[config.mk]
export PLATFORM = sky130hd
export DESIGN_NAME = rbm_mem_window
export DESIGN_NICKNAME = d
export VERILOG_FILES = /design/src/rtl/rbm_mem_window.sv
export SDC_FILE = /design/constraint.sdc
export NUM_CORES = 1
export LEC_CHECK = 0
export CORE_AREA = 5 5 136 138
export DETAILED_ROUTE_END_ITERATION = 8
export DIE_AREA = 0 0 141 143
export GPL_ROUTABILITY_DRIVEN = 1
export HOLD_SLACK_MARGIN = 0.15
export PLACE_DENSITY_LB_ADDON = 0.2
export SLEW_MARGIN = 10
export SYNTH_ARGS = -nofsm -noshare
export SYNTH_HDL_FRONTEND = slang
export SYNTH_SLANG_ARGS = --single-unit
[constraint.sdc]
create_clock -name ACLK -period 2.5 [get_ports ACLK]
set_clock_uncertainty 0.1 [all_clocks]
set_input_delay 0.5 -clock ACLK [delete_from_list [all_inputs] [get_ports ACLK]]
set_output_delay 0.5 -clock ACLK [all_outputs]
set_load 0.005 [all_outputs]
[src/rtl/rbm_mem_window.sv]
// CPU-side window into the four RBM banks: one-deep posted write buffer plus a cached read-back.
// Writes win over reads; the window stalls in IDLE while the engine owns the banks.
module rbm_mem_window #(
   parameter int BANK_AW = 12
) (
   input  logic               ACLK,
   input  logic               ARESETn,
   input  logic [31:0]        mem_addr,
   input  logic [31:0]        mem_wdata,
   input  logic               mem_wen,
   input  logic [2:0]         mem_sel,
   output logic [31:0]        mem_rdata,
   input  logic               eng_busy,
   output logic [3:0]         bank_en,
   output logic               bank_we,
   output logic [BANK_AW-1:0] bank_addr,
   output logic [31:0]        bank_wdata,
   input  logic [127:0]       bank_rdata,
   output logic               rd_valid,
   output logic [2:0]         err_flags,
   input  logic               err_clr,
   output logic [15:0]        wr_count
);

   localparam logic [1:0] S_IDLE   = 2'd0;
   localparam logic [1:0] S_WR     = 2'd1;
   localparam logic [1:0] S_RD_REQ = 2'd2;
   localparam logic [1:0] S_RD_CAP = 2'd3;

   logic [1:0]         state_q, state_d;
   logic               pend_v_q, pend_v_d;
   logic [1:0]         pend_sel_q, pend_sel_d;
   logic [BANK_AW-1:0] pend_idx_q, pend_idx_d;
   logic [31:0]        pend_wdata_q, pend_wdata_d;
   logic [2:0]         lat_sel_q, lat_sel_d;
   logic [31:0]        lat_addr_q, lat_addr_d;
   logic               rd_bad_q, rd_bad_d;
   logic               dirty_q, dirty_d;
   logic [2:0]         err_q, err_d;
   logic [15:0]        wr_count_q, wr_count_d;
   logic [31:0]        mem_rdata_q, mem_rdata_d;
   logic [2:0]         err_set;

   logic [BANK_AW-1:0] cur_idx;
   logic [BANK_AW-1:0] lat_idx;
   logic               sel_bad;
   logic               addr_oor;
   logic               tgt_chg;
   logic               dirty_eff;

   assign cur_idx   = mem_addr[BANK_AW+1:2];
   assign lat_idx   = lat_addr_q[BANK_AW+1:2];
   assign sel_bad   = mem_sel[2];
   assign addr_oor  = |(mem_addr >> (BANK_AW + 2));
   // A target change is visible combinationally so IDLE reacts in the same cycle.
   assign tgt_chg   = (mem_sel != lat_sel_q) || (mem_addr != lat_addr_q);
   assign dirty_eff = dirty_q | tgt_chg;

   always_comb begin
      state_d      = state_q;
      pend_v_d     = pend_v_q;
      pend_sel_d   = pend_sel_q;
      pend_idx_d   = pend_idx_q;
      pend_wdata_d = pend_wdata_q;
      lat_sel_d    = lat_sel_q;
      lat_addr_d   = lat_addr_q;
      rd_bad_d     = rd_bad_q;
      dirty_d      = dirty_eff;
      wr_count_d   = wr_count_q;
      mem_rdata_d  = mem_rdata_q;
      err_set      = 3'b000;
      bank_en      = 4'b0000;
      bank_we      = 1'b0;
      bank_addr    = '0;
      bank_wdata   = 32'h0;

      case (state_q)
         S_IDLE: begin
            if (!eng_busy) begin
               if (pend_v_q)       state_d = S_WR;
               else if (dirty_eff) state_d = S_RD_REQ;
            end
         end
         S_WR: begin
            bank_en    = 4'b0001 << pend_sel_q;
            bank_we    = 1'b1;
            bank_addr  = pend_idx_q;
            bank_wdata = pend_wdata_q;
            pend_v_d   = 1'b0;
            wr_count_d = wr_count_q + 16'd1;
            if (({1'b0, pend_sel_q} == lat_sel_q) && (pend_idx_q == lat_idx)) dirty_d = 1'b1;
            state_d    = S_IDLE;
         end
         S_RD_REQ: begin
            lat_sel_d  = mem_sel;
            lat_addr_d = mem_addr;
            rd_bad_d   = sel_bad | addr_oor;
            err_set    = err_set | {1'b0, addr_oor, sel_bad};
            if (!(sel_bad | addr_oor)) begin
               bank_en   = 4'b0001 << mem_sel[1:0];
               bank_addr = cur_idx;
            end
            dirty_d    = 1'b0;
            state_d    = S_RD_CAP;
         end
         default: begin
            mem_rdata_d = rd_bad_q ? 32'h0 : bank_rdata[{lat_sel_q[1:0], 5'b00000} +: 32];
            state_d     = S_IDLE;
         end
      endcase

      // Capture happens after the FSM so a write landing in the WR cycle refills the buffer.
      if (mem_wen) begin
         if (sel_bad | addr_oor) begin
            err_set = err_set | {1'b0, addr_oor, sel_bad};
         end else if (pend_v_q && (state_q != S_WR)) begin
            err_set[2] = 1'b1;
         end else begin
            pend_v_d     = 1'b1;
            pend_sel_d   = mem_sel[1:0];
            pend_idx_d   = cur_idx;
            pend_wdata_d = mem_wdata;
         end
      end

      err_d = (err_clr ? 3'b000 : err_q) | err_set;
   end

   always_ff @(posedge ACLK or negedge ARESETn) begin
      if (!ARESETn) begin
         state_q      <= S_IDLE;
         pend_v_q     <= 1'b0;
         pend_sel_q   <= 2'd0;
         pend_idx_q   <= '0;
         pend_wdata_q <= 32'h0;
         lat_sel_q    <= 3'd0;
         lat_addr_q   <= 32'h0;
         rd_bad_q     <= 1'b0;
         dirty_q      <= 1'b1;
         err_q        <= 3'b000;
         wr_count_q   <= 16'h0;
         mem_rdata_q  <= 32'h0;
      end else begin
         state_q      <= state_d;
         pend_v_q     <= pend_v_d;
         pend_sel_q   <= pend_sel_d;
         pend_idx_q   <= pend_idx_d;
         pend_wdata_q <= pend_wdata_d;
         lat_sel_q    <= lat_sel_d;
         lat_addr_q   <= lat_addr_d;
         rd_bad_q     <= rd_bad_d;
         dirty_q      <= dirty_d;
         err_q        <= err_d;
         wr_count_q   <= wr_count_d;
         mem_rdata_q  <= mem_rdata_d;
      end
   end

   assign mem_rdata = mem_rdata_q;
   assign rd_valid  = (state_q == S_IDLE) && !dirty_eff;
   assign err_flags = err_q;
   assign wr_count  = wr_count_q;

endmodule

==> results.md <==
* Quantity of I/O buffers inserted on ports at 300
* Residual overflow from global routing at 0
* Max Cap Violations at 0
* Final period util at 108%
* Sum of negative setup slack at -1.50 ns
* Final Total Pwr at 9.10 mW
* Required time of the critical path at 1.90 ns
* Total standard cell area after synthesis at 7380 µm²
* Starting density of the core at 43.3%
* Type of the setup path with the least slack: reg -> out
* Crit. End Element: output port
* Setup slack after layout at -0.206 ns
* Cell row count at 48
* Most frequent standard cell in the layout excluding fill and tap cells: sky130_fd_sc_hd__clkdlybuf4s50_1
* Largest net degree at the start of global routing at 57
* Worst hold slack after final layout at 0.278 ns
* Final-report max-slew violation count at 0
* Run status: finished with violations
* Post-route ant nets at 0
* Max IR drop VDD at 497 µV
* Violated checks: negative setup slack
* Final setup violation count at 17
* Placed Cells at 1163
* Worst R2R End: state_q[0]
* Net total in the final layout at 1186
* Hold violation total from the final report at 0
* Distinct cells, synth at 37
* Top achievable clock speed at 370 MHz
* Die span in x at 141 µm
* Via count of the first global-routing pass at 6727
* Type of origin of the critical path: flop
* RSZ-0062 raised after global routing: yes
* Die footprint at 20200 µm²
* Biggest fanout along the worst timing path at 2
* Floorplan core area at 17100 µm²
* Time the final worst path needs with I/O delays and setup at 2.71 ns
* I/O pin total at 301
* Tightest Hold Check Type: in -> reg
* Total wire length at 25.5 mm
* Area of all sequential standard cells at 3430 µm²
* Clock tree from TritonCTS: built
* Synthesized area divided by synthesized cell count at 12.2 µm²
* HPWL after detailed placement at 19.2 mm
* Crit path arrival time at 2.11 ns
* Power density over the cells at 760 nW/µm²
* Dominant combinational cell family by area after synthesis: multiplexers
* Maximum number of buffers from clock root to sink at 2
* Last weighted congestion value of the routability-driven placer at 0.895
* Number of levels the H-tree was split into at 4
* Startpoint of the most critical setup path: lat_addr_q[3]
* Post-synthesis to final-layout area growth at 62.4%
* Number of cells on the worst reg-to-reg path at 11
* Filler cell count at 1231
* Number of search-and-repair iterations in the first detailed-routing pass at 4
* Register-to-register setup slack at 0.13 ns
* Vias per inst at 5.05
* DR DRC count at 0
* All-layer global routing usage at 25.2%
* Mux cell area share after synthesis at 24.3%
* Worst slew slack as a fraction of its limit at 56.3%
* Area of the multi-input gates at 3800 µm²
* Source-to-sink clock delay at the later pin of the worst-skew pair at 0.41 ns
* Cts bufs inserted at 17
* Num Clock Sinks at 137
* Leakage dissipation at 5.53 nW
* Library cell used as clock root buffer: sky130_fd_sc_hd__clkbuf_16
* Proportion of synthesized chip area in sequential cells at 46.5%
* Simple-gate share of the synthesized area at 9.74%
* Most frequent cells in the layout: 216 x sky130_fd_sc_hd__clkdlybuf4s50_1, 134 x sky130_fd_sc_hd__dfrtp_1, 81 x sky130_fd_sc_hd__buf_4
* Total via count in the routed design at 6173
* Gate count after technology mapping at 603
* Global-route wire length before repair at 38.9 mm
* Yosys reg bits at 137
* Vert. Die Dim at 143 µm
* Clock transition at the register clock pins on the worst setup and hold paths after CTS at 0.05 ns
* Drt initial violations at 271
* Adder-cell share of the synthesized area at 0.848%
* Slew at the pin closest to its max-slew limit at 0.655 ns
* Antenna violations before repair at 6
* Area share of xor/xnor cells in the synthesized design at 7.60%
* Number of standard cells in the layout, taps in and fillers out at 1223
* Per-cell routed wire length at 20.8 µm
* Worst Setup EP: rd_valid
* Fraction of final layout cells sized beyond drive strength 1 at 31.3%
* Syn. warnings at 0
* Fraction of the mapped netlist area in compound gates at 5.21%
* Worst R2R Start: lat_addr_q[2]
* Number of nets produced by synthesis at 808
-- synth_stat cells (all sizes together) --
master	instances	area, µm²
o41ai	1	8.76
a31oi	1	6.26
and2	33	206
clkbuf	18	67.6
ha	5	62.6
a22oi	12	90.1
nor3	5	30.0
dfrtp	136	3400
nand3	7	47.6
a21oi	3	15.0
mux2	82	1070
o21ai	3	15.0
nor2	10	37.5
nand2b	3	18.8
xnor2	15	131
nand2	14	52.6
dfstp	1	26.3
o22ai	35	219
xor2	49	429
mux4	32	721
nor3b	2	15.0
a21boi	3	22.5
and3	2	12.5
nand3b	6	45.0
nor4	17	121
inv	72	270
nor2b	14	87.6
buf	14	90.1
nand4	7	43.8
o31ai	1	7.51
-- critical path: stages, from the launching register on --
cell	delay (ns)
sky130_fd_sc_hd__dfrtp_1	0.40
sky130_fd_sc_hd__xor2_2	0.20
sky130_fd_sc_hd__nor4_2	0.31
sky130_fd_sc_hd__nand4_1	0.27
sky130_fd_sc_hd__nor3_4	0.25
sky130_fd_sc_hd__and2_4	0.18
sky130_fd_sc_hd__buf_6	0.09
-- per-layer routing --
| metal | GRT usage [%] | routed length (µm) | part of all wire [%] | vias to the layer above |
|---|---|---|---|---|
| met5 | 0 | 7 | 0.027 | - |
| met4 | 11.2 | 884 | 3.5 | 2 |
| met3 | 7.33 | 1840 | 7.2 | 50 |
| met2 | 43.9 | 13000 | 51 | 225 |
| met1 | 28.9 | 9710 | 38 | 3045 |
| li1 | - | - | - | 2851 |
-- sequential cells by signal, summed over array words and instances, names as in the netlist --
signal        cells
pend_sel_q        2
pend_v_q          1
pend_idx_q       12
state_q           2
lat_addr_q       32
wr_count         16
dirty_q           1
pend_wdata_q     32
lat_sel_q         3
mem_rdata        32
rd_bad_q          1
err_flags         3
-- what timing repair did --
item                                    in CTS  in global routing
buffers inserted                            17                  5
pin swaps                                   22                 16
endpoints found under the setup margin      50                 19
gates resized for setup                    201                 41
hold endpoints to repair                    51                  0
hold buffers                                 1                  0
cloned                                       2                  0
-- logic make-up after synthesis --
family / count (synthesis)
xor+xnor: 64
mux: 114
flops: 137
simple gates: 120
compound gates: 59
fa+ha+maj: 5
buf+inv: 104
-- how the worst min path moves through the flow --
| stage | to | from | cells past startpoint | slack (ns) |
|---|---|---|---|---|
| 6_report | lat_addr_q[15] | mem_addr[15] | 2 | 0.28 |
| 5_1_grt | lat_addr_q[28] | mem_addr[28] | 2 | 0.28 |
| 4_1_cts | lat_addr_q[14] | mem_addr[14] | 3 | 0.31 |
| 3_5_place_dp | wr_count[15] | wr_count[15] | 1 | 0.37 |
| 3_3_place_gp | wr_count[15] | wr_count[15] | 1 | 0.37 |
| 2_1_floorplan | err_flags[0] | ARESETn | 0 | 0.10 |
-- layout make-up --
class / instances / share of cell area [%]
diodes: 5 / 0.104
clock buffers: 24 / 3.94
clock inverters: 7 / 0.783
inverters: 72 / 2.26
multi-input cells: 362 / 31.7
flip-flops and latches: 137 / 28.7
well taps: 225 / 2.35
repair buffers: 391 / 30.2
-- power by group --
group	internal, mW	total, mW	switching (mW)
Sequential	2.61	2.91	0.301
Clock	1.51	2.43	0.920
Combinational	2.08	3.76	1.68
Total	6.20	9.10	2.90
-- through the flow --
stage / utilization, % / worst slack [ns] / cell area [µm²]
after CTS: 69.2 / -0.139 / 11800
final: 70.2 / -0.206 / 12000
after detailed placement: 64.8 / -0.898 / 11100
after global placement: 64.8 / -0.838 / 11100
after global routing: 70.2 / -0.320 / 12000
after floorplan: - / 0.0803 / 7380
Power figures use the tool's default switching activity.
